$ cat src/rtl/ram_arbiter_pkg.sv
// Shared types and helpers for the two-master RAM arbiter.
// Pulled in by the arbiter top and its round-robin picker.
package ram_arbiter_pkg;

    typedef enum logic {
        ST_IDLE = 1'b0,
        ST_RESP = 1'b1
    } state_t;

    localparam logic MST_IFU = 1'b0;
    localparam logic MST_LSU = 1'b1;

    // One byte lane of a masked write: keep the stored byte unless enabled.
    function automatic logic [7:0] byte_merge(input logic [7:0] old_b,
                                              input logic [7:0] new_b,
                                              input logic       strb);
        return strb ? new_b : old_b;
    endfunction

endpackage

$ cat src/rtl/ram_arb_rr2.sv
// Two-way round-robin picker. A lone requester always wins; on contention
// the master that did not win last time is chosen.
module ram_arb_rr2
    import ram_arbiter_pkg::*;
(
    input  logic       clk,
    input  logic       rst,
    input  logic [1:0] req,
    input  logic       update,
    output logic       grant,
    output logic       grant_valid
);

    logic last_grant;

    always_comb begin
        grant_valid = |req;
        if (&req) begin
            grant = ~last_grant;
        end else begin
            grant = req[1];
        end
    end

    // Reset to LSU so the IFU wins the first contention.
    always_ff @(posedge clk) begin
        if (rst) begin
            last_grant <= MST_LSU;
        end else if (update) begin
            last_grant <= grant;
        end
    end

endmodule

$ cat src/rtl/ram_arbiter.sv
// Shares a single-read/single-write word RAM between the instruction fetch
// unit (read-only) and the load/store unit, with registered held responses.
module ram_arbiter
    import ram_arbiter_pkg::*;
#(
    parameter int ADDR_SIZE = 12,
    parameter int DATA_SIZE = 32
) (
    input  logic                   sys_clk,
    input  logic                   sys_rst,

    input  logic                   m0_req_valid,
    output logic                   m0_req_ready,
    input  logic [ADDR_SIZE-1:0]   m0_addr,
    output logic                   m0_resp_valid,
    input  logic                   m0_resp_ready,
    output logic [DATA_SIZE-1:0]   m0_rdata,

    input  logic                   m1_req_valid,
    output logic                   m1_req_ready,
    input  logic                   m1_wr,
    input  logic [ADDR_SIZE-1:0]   m1_addr,
    input  logic [DATA_SIZE-1:0]   m1_wdata,
    input  logic [DATA_SIZE/8-1:0] m1_wstrb,
    output logic                   m1_resp_valid,
    input  logic                   m1_resp_ready,
    output logic [DATA_SIZE-1:0]   m1_rdata,

    output logic [ADDR_SIZE-1:0]   ram_raddr,
    output logic [ADDR_SIZE-1:0]   ram_waddr,
    output logic [DATA_SIZE-1:0]   ram_wdata,
    output logic                   ram_wen,
    input  logic [DATA_SIZE-1:0]   ram_rdata
);

    localparam int STRB_SIZE = DATA_SIZE / 8;

    state_t                state;
    logic                  grant_id;
    logic                  grant_valid;
    logic                  take;
    logic                  wr_go;
    logic [ADDR_SIZE-1:0]  grant_addr;
    logic [DATA_SIZE-1:0]  merged;

    ram_arb_rr2 u_rr (
        .clk         (sys_clk),
        .rst         (sys_rst),
        .req         ({m1_req_valid, m0_req_valid}),
        .update      (take),
        .grant       (grant_id),
        .grant_valid (grant_valid)
    );

    // A grant only happens in IDLE and never while reset is held.
    assign take         = (state == ST_IDLE) && grant_valid && !sys_rst;
    assign m0_req_ready = take && (grant_id == MST_IFU);
    assign m1_req_ready = take && (grant_id == MST_LSU);

    assign grant_addr = (grant_id == MST_LSU) ? m1_addr : m0_addr;
    assign ram_raddr  = take ? grant_addr : '0;
    assign ram_waddr  = take ? grant_addr : '0;

    // Masked writes merge against the current word in the same cycle.
    for (genvar b = 0; b < STRB_SIZE; b++) begin : g_merge
        assign merged[b*8 +: 8] = byte_merge(ram_rdata[b*8 +: 8],
                                             m1_wdata[b*8 +: 8],
                                             m1_wstrb[b]);
    end

    assign wr_go     = m1_req_ready && m1_wr;
    assign ram_wdata = wr_go ? merged : '0;
    assign ram_wen   = wr_go && (|m1_wstrb);

    always_ff @(posedge sys_clk) begin
        if (sys_rst) begin
            state         <= ST_IDLE;
            m0_resp_valid <= 1'b0;
            m1_resp_valid <= 1'b0;
            m0_rdata      <= '0;
            m1_rdata      <= '0;
        end else begin
            case (state)
                ST_IDLE: begin
                    if (take) begin
                        state <= ST_RESP;
                        if (grant_id == MST_IFU) begin
                            m0_resp_valid <= 1'b1;
                            m0_rdata      <= ram_rdata;
                        end else begin
                            m1_resp_valid <= 1'b1;
                            m1_rdata      <= m1_wr ? '0 : ram_rdata;
                        end
                    end
                end
                ST_RESP: begin
                    // Only one response is ever outstanding.
                    if (m0_resp_valid && m0_resp_ready) begin
                        m0_resp_valid <= 1'b0;
                        state         <= ST_IDLE;
                    end else if (m1_resp_valid && m1_resp_ready) begin
                        m1_resp_valid <= 1'b0;
                        state         <= ST_IDLE;
                    end
                end
                default: state <= ST_IDLE;
            endcase
        end
    end

endmodule

$ cat config.mk
export PLATFORM = sky130hd
export DESIGN_NAME = ram_arbiter
export DESIGN_NICKNAME = d
export VERILOG_FILES = /design/src/rtl/ram_arbiter_pkg.sv /design/src/rtl/ram_arb_rr2.sv /design/src/rtl/ram_arbiter.sv
export SDC_FILE = /design/constraint.sdc
export NUM_CORES = 1
export LEC_CHECK = 0
export BUFFER_PORTS_ARGS = -buffer_cell sky130_fd_sc_hd__buf_2
export CORE_MARGIN = 4
export CORE_UTILIZATION = 46
export CTS_CLUSTER_DIAMETER = 200
export DETAILED_ROUTE_END_ITERATION = 6
export PLACE_DENSITY_LB_ADDON = 0.12
export SYNTH_ARGS = -nofsm -noshare
export SYNTH_HDL_FRONTEND = slang
export SYNTH_SLANG_ARGS = --single-unit
$ cat constraint.sdc
create_clock -name sys_clk -period 3.09 [get_ports sys_clk]
set_input_delay 0.618 -clock sys_clk [delete_from_list [all_inputs] [get_ports sys_clk]]
set_output_delay 0.618 -clock sys_clk [all_outputs]
set_load 0.03 [all_outputs]
==> run metrics, run 1 <==
multi-input logic area=approximately 1900 um2; most common cell in the netlist=nand2_1; status=finished, final reports clean; Slew @ Worst Pin=0.681 ns; post-synth top area cell=dfxtp_1; num rows=31; Worst-path clk slew=0.06 ns; Pre-antenna DRT Iters=4; IO Count=224; dominant cells by area after synthesis=dfxtp_1 (38%), mux2i_1 (18%), nand4b_1 (7.9%), nand2_1 (7.3%), a21oi_1 (4.5%); Post-Synthesis Cell Area=3560 um2; asr flop ratio synth=0; R2R cell count=4; Compound-Gate Fraction of Synth Area=0.138; Port Buffers=223; largest net degree at the start of global routing=68; CP max stage delay=between 0.4 and 0.5 ns; CP max stage cell=nand4_4; mux cell area share after synthesis=0.180; Post-synth top cells=nand2_1 (69), dfxtp_1 (68), mux2i_1 (64); WL final=11.4 mm; reg2reg setup slack=1.37 ns; Layout Cells excl Fill=705; CP cell instances=buf_2, nor2b_2, nand4_4, nor2_1, buf_2; Placed Cells=~690; Pint=1.51 mW; Post-Synth XOR/XNOR Area=0; Post CTS Setup Buffer Count=0; Crit Path Max Fanout=33; Post-DRT Antenna Nets=0; Post-CTS Hold Buffers=0; clk root buf=clkbuf_8; diodes inserted=0; WL/cell=16.1 um; worst rel slew slack=0.545; worst reg2reg path endpoint=m0_rdata[0]$_SDFFE_PP0P_; Placed Instance Area=4570 um2; clock group share of total power=0.326; Critical Path Sink Type=output pin; #FFs+latches synth=slightly below 70; share of cells above drive strength 1=0.416; Crit Path Class=input pin to output pin; min Tclk post-route=2.57 ns; cts repair resizes=0; Netlist cell types=29; Finish-stage setup viols=0; Setup crit start=m1_req_valid; Total GRT Usage=0.239; mean area per synthesized cell=a little under 9 um2; clk buf depth=2; switching power=689 uW; Starting Density=0.481; Core Area=roughly 7400 um2; clock latency on the worst-skew pair=about 0.34 ns; largest family of logic cells by synthesized area=simple AND/OR/NAND/NOR gates; die area=9220 um2; register area=1360 um2; Slew Limit Fails=0; worst endpoint required time=2.47 ns; VDD IR max=0.257 mV; Final Hold Fails=0; dominant synthesized flop cell=dfxtp_1; GPL Wtd Cong=0.757; CP top delay family=simple AND/OR/NAND/NOR gates; # H-tree levels=3; CP Buf/Inv Count=2; Die X=96 um; static leakage=2.43 nW; Hold Path Class=flip-flop to flip-flop; Synth Area in Simple Gates=0.208; Final #Nets=702; Sequential Power Share=0.429; Post-Synthesis Cells=411; Comb pwr share=0.245; CTS Buf Count=9; Sum Neg Setup Slack=0 ns; # clock sinks=68; Critical Path Start Type=input pin; first-pass GRT wire length=about 17 mm; vias in the first global route=3470; Syn Nets=510; Crit Reg-Reg Startpoint=state$_SDFF_PP0_; GRT overflow=0; fin area=between 4000 and 5000 um2; max-cap check violation count=0; sw frac=0.313; fillers=672; post-synth top area share=0.382; Final Skew=0.00742 ns; TritonCTS clock tree=done; Area Growth Syn to Fin=33.5%; DRC Markers=0; Worst EP arrival=1.96 ns; DR iter-0 viols=80; fmax=388 MHz; crit-path most repeated cell=buf_2; Power per Cell Area=463 nW/um2; CP Capture Point=ram_wdata[28]; RSZ-0062 raised after global routing=false; Die Ht=96 um; total number of yosys warnings=0; DR vias=3736; number of synthesized flops with an enable pin=0; initial antenna violation count=0; DP HPWL=a little over 8 mm; register area share after synthesis=0.382; adder and majority gate portion of the synthesized area=0; vias per cell=5.30; final worst-path cycle share=0.833; CP Depth=5
## cell type report
type	instances	area share
tap	99	0.0260
timing repair buffer	232	0.251
clock inverter	2	0.00736
clock buffer	12	0.0326
multi-input combinational	290	0.395
inverter	2	0.00158
sequential	68	0.286
## cell families (layout without fill, tap and decap cells)
logic type | Yosys count | in the layout
muxes | 64 | 64
AOI/OAI and AO/OA | 83 | 83
DFF | 68 | 68
and+or+nand+nor | 143 | 143
buffers and inverters | 53 | 248
## power groups by stage
stage / Sequential, mW / Clock, mW / Combinational [mW]
2_1_floorplan: 1.05 / 0 / 0.284
3_3_place_gp: 0.963 / 0 / 0.535
3_5_place_dp: 0.965 / 0 / 0.543
4_1_cts: 0.946 / 0.743 / 0.544
5_1_grt: 0.951 / 0.777 / 0.581
6_report: 0.946 / 0.719 / 0.539
## worst min-delay path by stage
stage | start | to | slack (ns) | depth (start not counted)
5_1_grt | m0_rdata[18]$_SDFFE_PP0P_ | m0_rdata[18]$_SDFFE_PP0P_ | 0.47 | 2
3_5_place_dp | m0_rdata[18]$_SDFFE_PP0P_ | m0_rdata[18]$_SDFFE_PP0P_ | 0.44 | 2
2_1_floorplan | u_rr.last_grant$_SDFFE_PP1P_ | u_rr.last_grant$_SDFFE_PP1P_ | 0.50 | 2
4_1_cts | m0_rdata[22]$_SDFFE_PP0P_ | m0_rdata[22]$_SDFFE_PP0P_ | 0.45 | 2
6_report | m0_rdata[22]$_SDFFE_PP0P_ | m0_rdata[22]$_SDFFE_PP0P_ | 0.45 | 2
3_3_place_gp | m0_rdata[21]$_SDFFE_PP0P_ | m0_rdata[21]$_SDFFE_PP0P_ | 0.44 | 2
## per-stage QoR
step | worst slack, ns | utilization | total power [mW] | hold slack (ns)
6_report | 0.515 | 0.642 | 2.20 | 0.453
5_1_grt | 0.374 | 0.642 | 2.31 | 0.469
4_1_cts | 0.489 | 0.642 | 2.23 | 0.454
3_5_place_dp | 0.494 | 0.616 | 1.51 | 0.443
3_3_place_gp | 0.521 | 0.616 | 1.50 | 0.440
2_1_floorplan | 0.605 | - | 1.33 | 0.501
## cell usage in the layout, fill, tap and decap left out
cell type  instances
a21boi_0           1
nand2_1           69
nand4b_1          32
a211oi_1           1
a31o_2             1
buf_4              8
nor4_1             1
inv_1              1
clkbuf_8          11
clkbuf_1           1
buf_2            223
a22o_1            12
a211oi_2           1
bufinv_16          1
and2_1             1
o21a_1             1
o211ai_1           1
nand4_4            1
clkinv_2           1
buf_12             1
nor2b_2            1
nor2_1            33
dfxtp_1           68
nand3_1            1
inv_2              1
a21oi_1           32
mux2i_1           64
a21oi_4            1
nand2b_1           2
nor3_1             1
o21ai_0           32
nor3_4             1
## per-layer routing
metal	global-route usage	up-vias	wire, um
met2	0.423	171	5740
met4	0.104	0	249
met5	0	-	0
met1	0.275	1736	4460
li1	-	1811	-
met3	0.0508	18	930
## registers in the layout (all words and copies together) (netlist names)
| signal | cells |
|---|---|
| u_rr.last_grant | 1 |
| m1_rdata | 32 |
| m1_resp_valid | 1 |
| m0_resp_valid | 1 |
| state | 1 |
| m0_rdata | 32 |
## worst min-delay path: cells and delay by family (launching register included)
| family | cells | cell delay, ns |
|---|---|---|
| multiplexers | 1 | 0.05 |
| flip-flops | 1 | 0.30 |
| AND/OR/NAND/NOR | 1 | 0.05 |
No activity file was read; power rests on OpenSTA's default activity.
==> inputs of run 2 (changes only) <==
- CORE_UTILIZATION: 46 -> 43
- clock period: 3.09 -> 2.5 ns (I/O delays scaled with it)
==> run 2 against run 1 <==
Critical path depth unchanged. Combinational power increased by 25%. Sequential share of layout area decreased by 0.20 points. Sequential cell count unchanged. Total power increased by 23%. Cell count increased by 1.1%. First-iteration DRC count increased by 40%. Clock skew increased by 0.0015 ns. Clock power increased by 21%. Highest routed layer unchanged.
==> run metrics, run 2 (synthesized netlist as in run 1, its figures left out) <==
Slew @ Worst Pin=0.670 ns (-0.0101 ns); worst endpoint required time=2.00 ns (-0.47 ns); Worst EP arrival=1.78 ns (-0.18 ns); Critical Path Start Type=flip-flop; clk root buf=clkbuf_8; Die X=99.0 um (+3.1%); Final Skew=0.00889 ns (+0.00147 ns); Critical Path Sink Type=output pin; GRT overflow=0 (unchanged); Port Buffers=223 (unchanged); Crit Path Max Fanout=19 (-42%); Power per Cell Area=567 nW/um2 (+22%); max-cap check violation count=0 (unchanged); cts repair resizes=0 (unchanged); TritonCTS clock tree=done; Layout Cells excl Fill=713 (+1.1%); VDD IR max=0.307 mV (+19%); commonest non-fill, non-tap cell in the layout=buf_2; final worst-path cycle share=0.914; Starting Density=0.452 (-0.0292); CP top delay family=simple AND/OR/NAND/NOR gates; CP max stage cell=dfxtp_1; WL final=11.9 mm (+4.3%); Worst-path clk slew=0.07 ns (about the same); RSZ-0062 raised after global routing=false; Finish-stage setup viols=0 (unchanged); DR iter-0 viols=112 (+40%); Post-CTS Hold Buffers=0 (unchanged); Sum Neg Setup Slack=0 ns (unchanged); DR vias=3802 (+1.8%); diodes inserted=0 (unchanged); Core Area=7890 um2 (+6.5%); die area=9800 um2 (+6.4%); Die Ht=99.0 um (+3.1%); Placed Cells=698 (+1.0%); DRC Markers=0 (unchanged); vias in the first global route=3707 (+6.8%); CP Buf/Inv Count=2 (unchanged); clk buf depth=2 (unchanged); DP HPWL=8.71 mm (+4.9%); Worst Hold Slack=0.438 ns (-0.0150 ns); # H-tree levels=3 (unchanged); Post CTS Setup Buffer Count=0 (unchanged); Slew Limit Fails=0 (unchanged); GPL Wtd Cong=0.806 (+6.5%); Final Hold Fails=0 (unchanged); fmax=438 MHz; Pre-antenna DRT Iters=4 (unchanged); num rows=32 (+3.2%); Total GRT Usage=0.235 (-0.00377); share of cells above drive strength 1=0.422 (+0.00642); first-pass GRT wire length=18.9 mm (+11%); initial antenna violation count=0 (unchanged); largest registers=m0_rdata: 32 flops, m1_rdata: 32 flops; Final #Nets=706 (+0.57%); vias per cell=5.33 (+0.62%); Hold Path Class=input pin to flip-flop; min Tclk post-route=between 2 and 2.5 ns; Crit Path Class=flip-flop to output pin; IO Count=224 (unchanged); CP cell instances=nor2b_2, nand4_4, buf_12, nor2_1, buf_2; # clock sinks=68 (unchanged); fillers=750 (+12%); static leakage=2.44 nW (+0.46%); clock latency on the worst-skew pair=0.33 ns (about the same); CTS Buf Count=9 (unchanged); largest net degree at the start of global routing=68 (unchanged); status=finished, final reports clean; WL/cell=16.6 um (+3.2%); CP max stage delay=0.38 ns (-0.08 ns); Post-DRT Antenna Nets=0 (unchanged); worst rel slew slack=0.553 (+0.00775); most frequent cells in the layout=buf_2 (223), nand2_1 (69), dfxtp_1 (68); Area Growth Syn to Fin=34.5%
[run 2: changes by cell type in the layout (fill, tap and decap cells not counted)]
cell	before	now
clkinv_4	0	1
clkbuf_1	1	0
clkinvlp_4	0	3
clkbuf_8	11	9
buf_4	8	12
[run 2: worst paths after layout]
kind,depth (start not counted),to,start,slack [ns]
max,5,ram_wdata[20],state$_SDFF_PP0_,0.22
max reg2reg,4,m0_rdata[24]$_SDFFE_PP0P_,state$_SDFF_PP0_,1.06
min reg2reg,2,m0_rdata[26]$_SDFFE_PP0P_,m0_rdata[26]$_SDFFE_PP0P_,0.45
min,3,m0_rdata[20]$_SDFFE_PP0P_,ram_rdata[20],0.44
[run 2: through the flow]
step           worst slack (ns)  cell area [um2]  utilization  power, mW
2_1_floorplan             0.251             3560            -       1.65
3_3_place_gp              0.298             4600        0.583       1.86
3_5_place_dp              0.221             4600        0.583       1.87
4_1_cts                   0.184             4790        0.607       2.75
5_1_grt                  0.0430             4790        0.607       2.85
6_report                  0.216             4790        0.607       2.71
[run 2: layout make-up]
class,count,area (um2),area share
multi-input combinational,290,1880,0.392
sequential,68,1360,0.284
timing repair buffer,236,1230,0.256
tap,102,128,0.0266
clock buffer,9,124,0.0259
clock inverter,6,66.3,0.0138
inverter,2,7.51,0.00157
[run 2: metal layers]
| metal | GRT usage | wire (um) | vias to the layer above |
|---|---|---|---|
| li1 | - | - | 1822 |
| met1 | 0.279 | 4760 | 1810 |
| met2 | 0.414 | 5970 | 156 |
| met3 | 0.0672 | 948 | 14 |
| met4 | 0.0641 | 196 | 0 |
| met5 | 0 | 0 | - |
[run 2: power by group]
group	switching [mW]	leakage [nW]	internal [mW]
Sequential	0.0287	0.555	1.14
Combinational	0.443	1.80	0.231
Clock	0.419	0.0873	0.455
Total	0.891	2.44	1.82
[run 2: worst reg2reg max path, stage by stage, from the launching register on]
cell	delay, ns
dfxtp_1	0.38
nand2b_1	0.24
a21oi_4	0.14
buf_4	0.35
mux2i_1	0.25
==> inputs of run 3 (changes only) <==
- CORE_ASPECT_RATIO: default -> 1.1
- CORE_MARGIN: 4 -> 8
==> run 3 against run 2 <==
Hold slack worse by 0.0030 ns. Die area increased by 17%. Sequential share of layout area increased by 0.21 points. Combinational power down 1%. Design area fell by 0.73%. Clock power fell by 10%. Via count down 3.6%. Clock skew increased by 0.0027 ns. Register-to-register slack about the same. Critical path depth decreased by 1. Largest power group unchanged.
==> run metrics, run 3 (synthesized netlist as in run 1, its figures left out) <==
status=finished, final reports clean; num rows=35 (+9.4%); multi-input logic area=1880 um2 (unchanged); CTS Buf Count=9 (unchanged); Crit Path Class=flip-flop to output pin; first-pass GRT wire length=18.7 mm (-0.99%); vias in the first global route=3694 (-0.35%); Critical Path Sink Type=output pin; fillers=799 (+6.5%); CP cell instances=nand2b_1, nor3_4, a22o_1, buf_2; fmax=441 MHz (+0.77%); WL final=12.1 mm (+2.2%); CP top delay family=simple AND/OR/NAND/NOR gates; clk buf depth=2 (unchanged); VDD IR max=0.279 mV (-9.2%); most frequent cells in the layout=buf_2 (223), nand2_1 (69), dfxtp_1 (68); CP max stage cell=nor3_4; Slew @ Worst Pin=0.658 ns (-0.0125 ns); register area=1360 um2 (unchanged); vias per cell=5.10 (-4.4%); Post CTS Setup Buffer Count=0 (unchanged); worst endpoint required time=2.00 ns (about the same); die area=11500 um2 (+17%); clk root buf=clkbuf_8; Post-CTS Hold Buffers=0 (unchanged); Core Util, Final=0.578 (-0.0297); Hold Path Class=input pin to flip-flop; Critical Path Start Type=flip-flop; WL/cell=16.9 um (+1.4%); GRT overflow=0 (unchanged); # clock sinks=68 (unchanged); clock latency on the worst-skew pair=0.33 ns (about the same); commonest non-fill, non-tap cell in the layout=buf_2; DP HPWL=8.96 mm (+2.8%); GPL Wtd Cong=0.696 (-14%); share of cells above drive strength 1=0.419 (-0.00285); Placed Cells=706 (+1.1%); Worst Hold Slack=0.435 ns (-0.00299 ns); largest net degree at the start of global routing=68 (unchanged); Final Hold Fails=0 (unchanged); worst rel slew slack=0.561 (+0.00832); Port Buffers=223 (unchanged); DRC Markers=0 (unchanged); cts repair resizes=0 (unchanged); CP Buf/Inv Count=1 (-1); Power per Cell Area=550 nW/um2 (-2.9%); Starting Density=0.433 (-0.0189); Slew Limit Fails=0 (unchanged); TritonCTS clock tree=done; min Tclk post-route=2.27 ns (-0.0174 ns); DR vias=3667 (-3.6%); IO Count=224 (unchanged); # H-tree levels=3 (unchanged); Die Ht=111 um (+13%); initial antenna violation count=0 (unchanged); Die X=103 um (+3.8%); Sum Neg Setup Slack=0 ns (unchanged); Finish-stage setup viols=0 (unchanged); DR iter-0 viols=115 (+2.7%); static leakage=2.42 nW (-0.67%); Final Skew=0.0116 ns (+0.00273 ns); Pre-antenna DRT Iters=4 (unchanged); Worst EP arrival=1.77 ns (about the same); Post-DRT Antenna Nets=0 (unchanged); Layout Cells excl Fill=719 (+0.84%); Core Area=8230 um2 (+4.4%); Worst-path clk slew=0.08 ns (about the same); CP max stage delay=0.42 ns (+0.04 ns); Area Growth Syn to Fin=33.5%; final worst-path cycle share=0.907 (-0.00694); Total GRT Usage=0.203 (-0.0327); Final #Nets=705 (-0.14%); max-cap check violation count=0 (unchanged); largest registers=m0_rdata: 32 flops, m1_rdata: 32 flops; diodes inserted=0 (unchanged); RSZ-0062 raised after global routing=false; Crit Path Max Fanout=14 (-5)
## run 3: changes by cell type in the layout (fill, tap and decap cells not counted)
cell | previous run | this run
clkbuf_8 | 9 | 11
clkinv_4 | 1 | 0
clkinvlp_4 | 3 | 1
bufinv_16 | 1 | 0
buf_12 | 1 | 0
## run 3: layer usage
layer / GRT usage / vias up / routed length [um]
li1: - / 1819 / -
met1: 0.225 / 1697 / 4780
met2: 0.358 / 143 / 6090
met3: 0.0574 / 8 / 1150
met4: 0.0638 / 0 / 111
met5: 0 / - / 0
## run 3: through the flow
stage                     power (mW)  cell area (um2)  setup slack (ns)
after floorplan                 1.65             3560             0.251
after global placement          1.85             4590             0.319
after detailed placement        1.86             4590             0.272
after CTS                       2.64             4760             0.201
after global routing            2.74             4760            0.0697
final                           2.62             4760             0.233
## run 3: layout make-up
cell class,count,area share
Inverter,2,0.00158
Multi-Input combinational cell,290,0.395
Sequential cell,68,0.286
Timing Repair Buffer,235,0.254
Clock buffer,11,0.0318
Tap cell,111,0.0292
Clock inverter,2,0.00263
## run 3: final timing paths
check	start	endpoint	slack, ns	cells past startpoint
worst max-delay path	state$_SDFF_PP0_	ram_waddr[3]	0.23	4
worst min-delay path	ram_rdata[14]	m0_rdata[14]$_SDFFE_PP0P_	0.43	3
worst max register to register	state$_SDFF_PP0_	m0_rdata[7]$_SDFFE_PP0P_	1.06	4
worst min register to register	m0_rdata[26]$_SDFFE_PP0P_	m0_rdata[26]$_SDFFE_PP0P_	0.45	2
## run 3: where the power goes
part | internal, mW | total [mW] | leakage, nW | switching, mW
logic | 0.228 | 0.667 | 1.78 | 0.439
registers | 1.14 | 1.17 | 0.555 | 0.0272
clock network | 0.396 | 0.782 | 0.0831 | 0.386
total | 1.76 | 2.62 | 2.42 | 0.853
## run 3: tightest hold or removal path: cells and delay by family
kind / cells / cell delay (ns)
buffers and inverters: 1 / 0.11
muxes: 1 / 0.06
and+or+nand+nor: 1 / 0.05
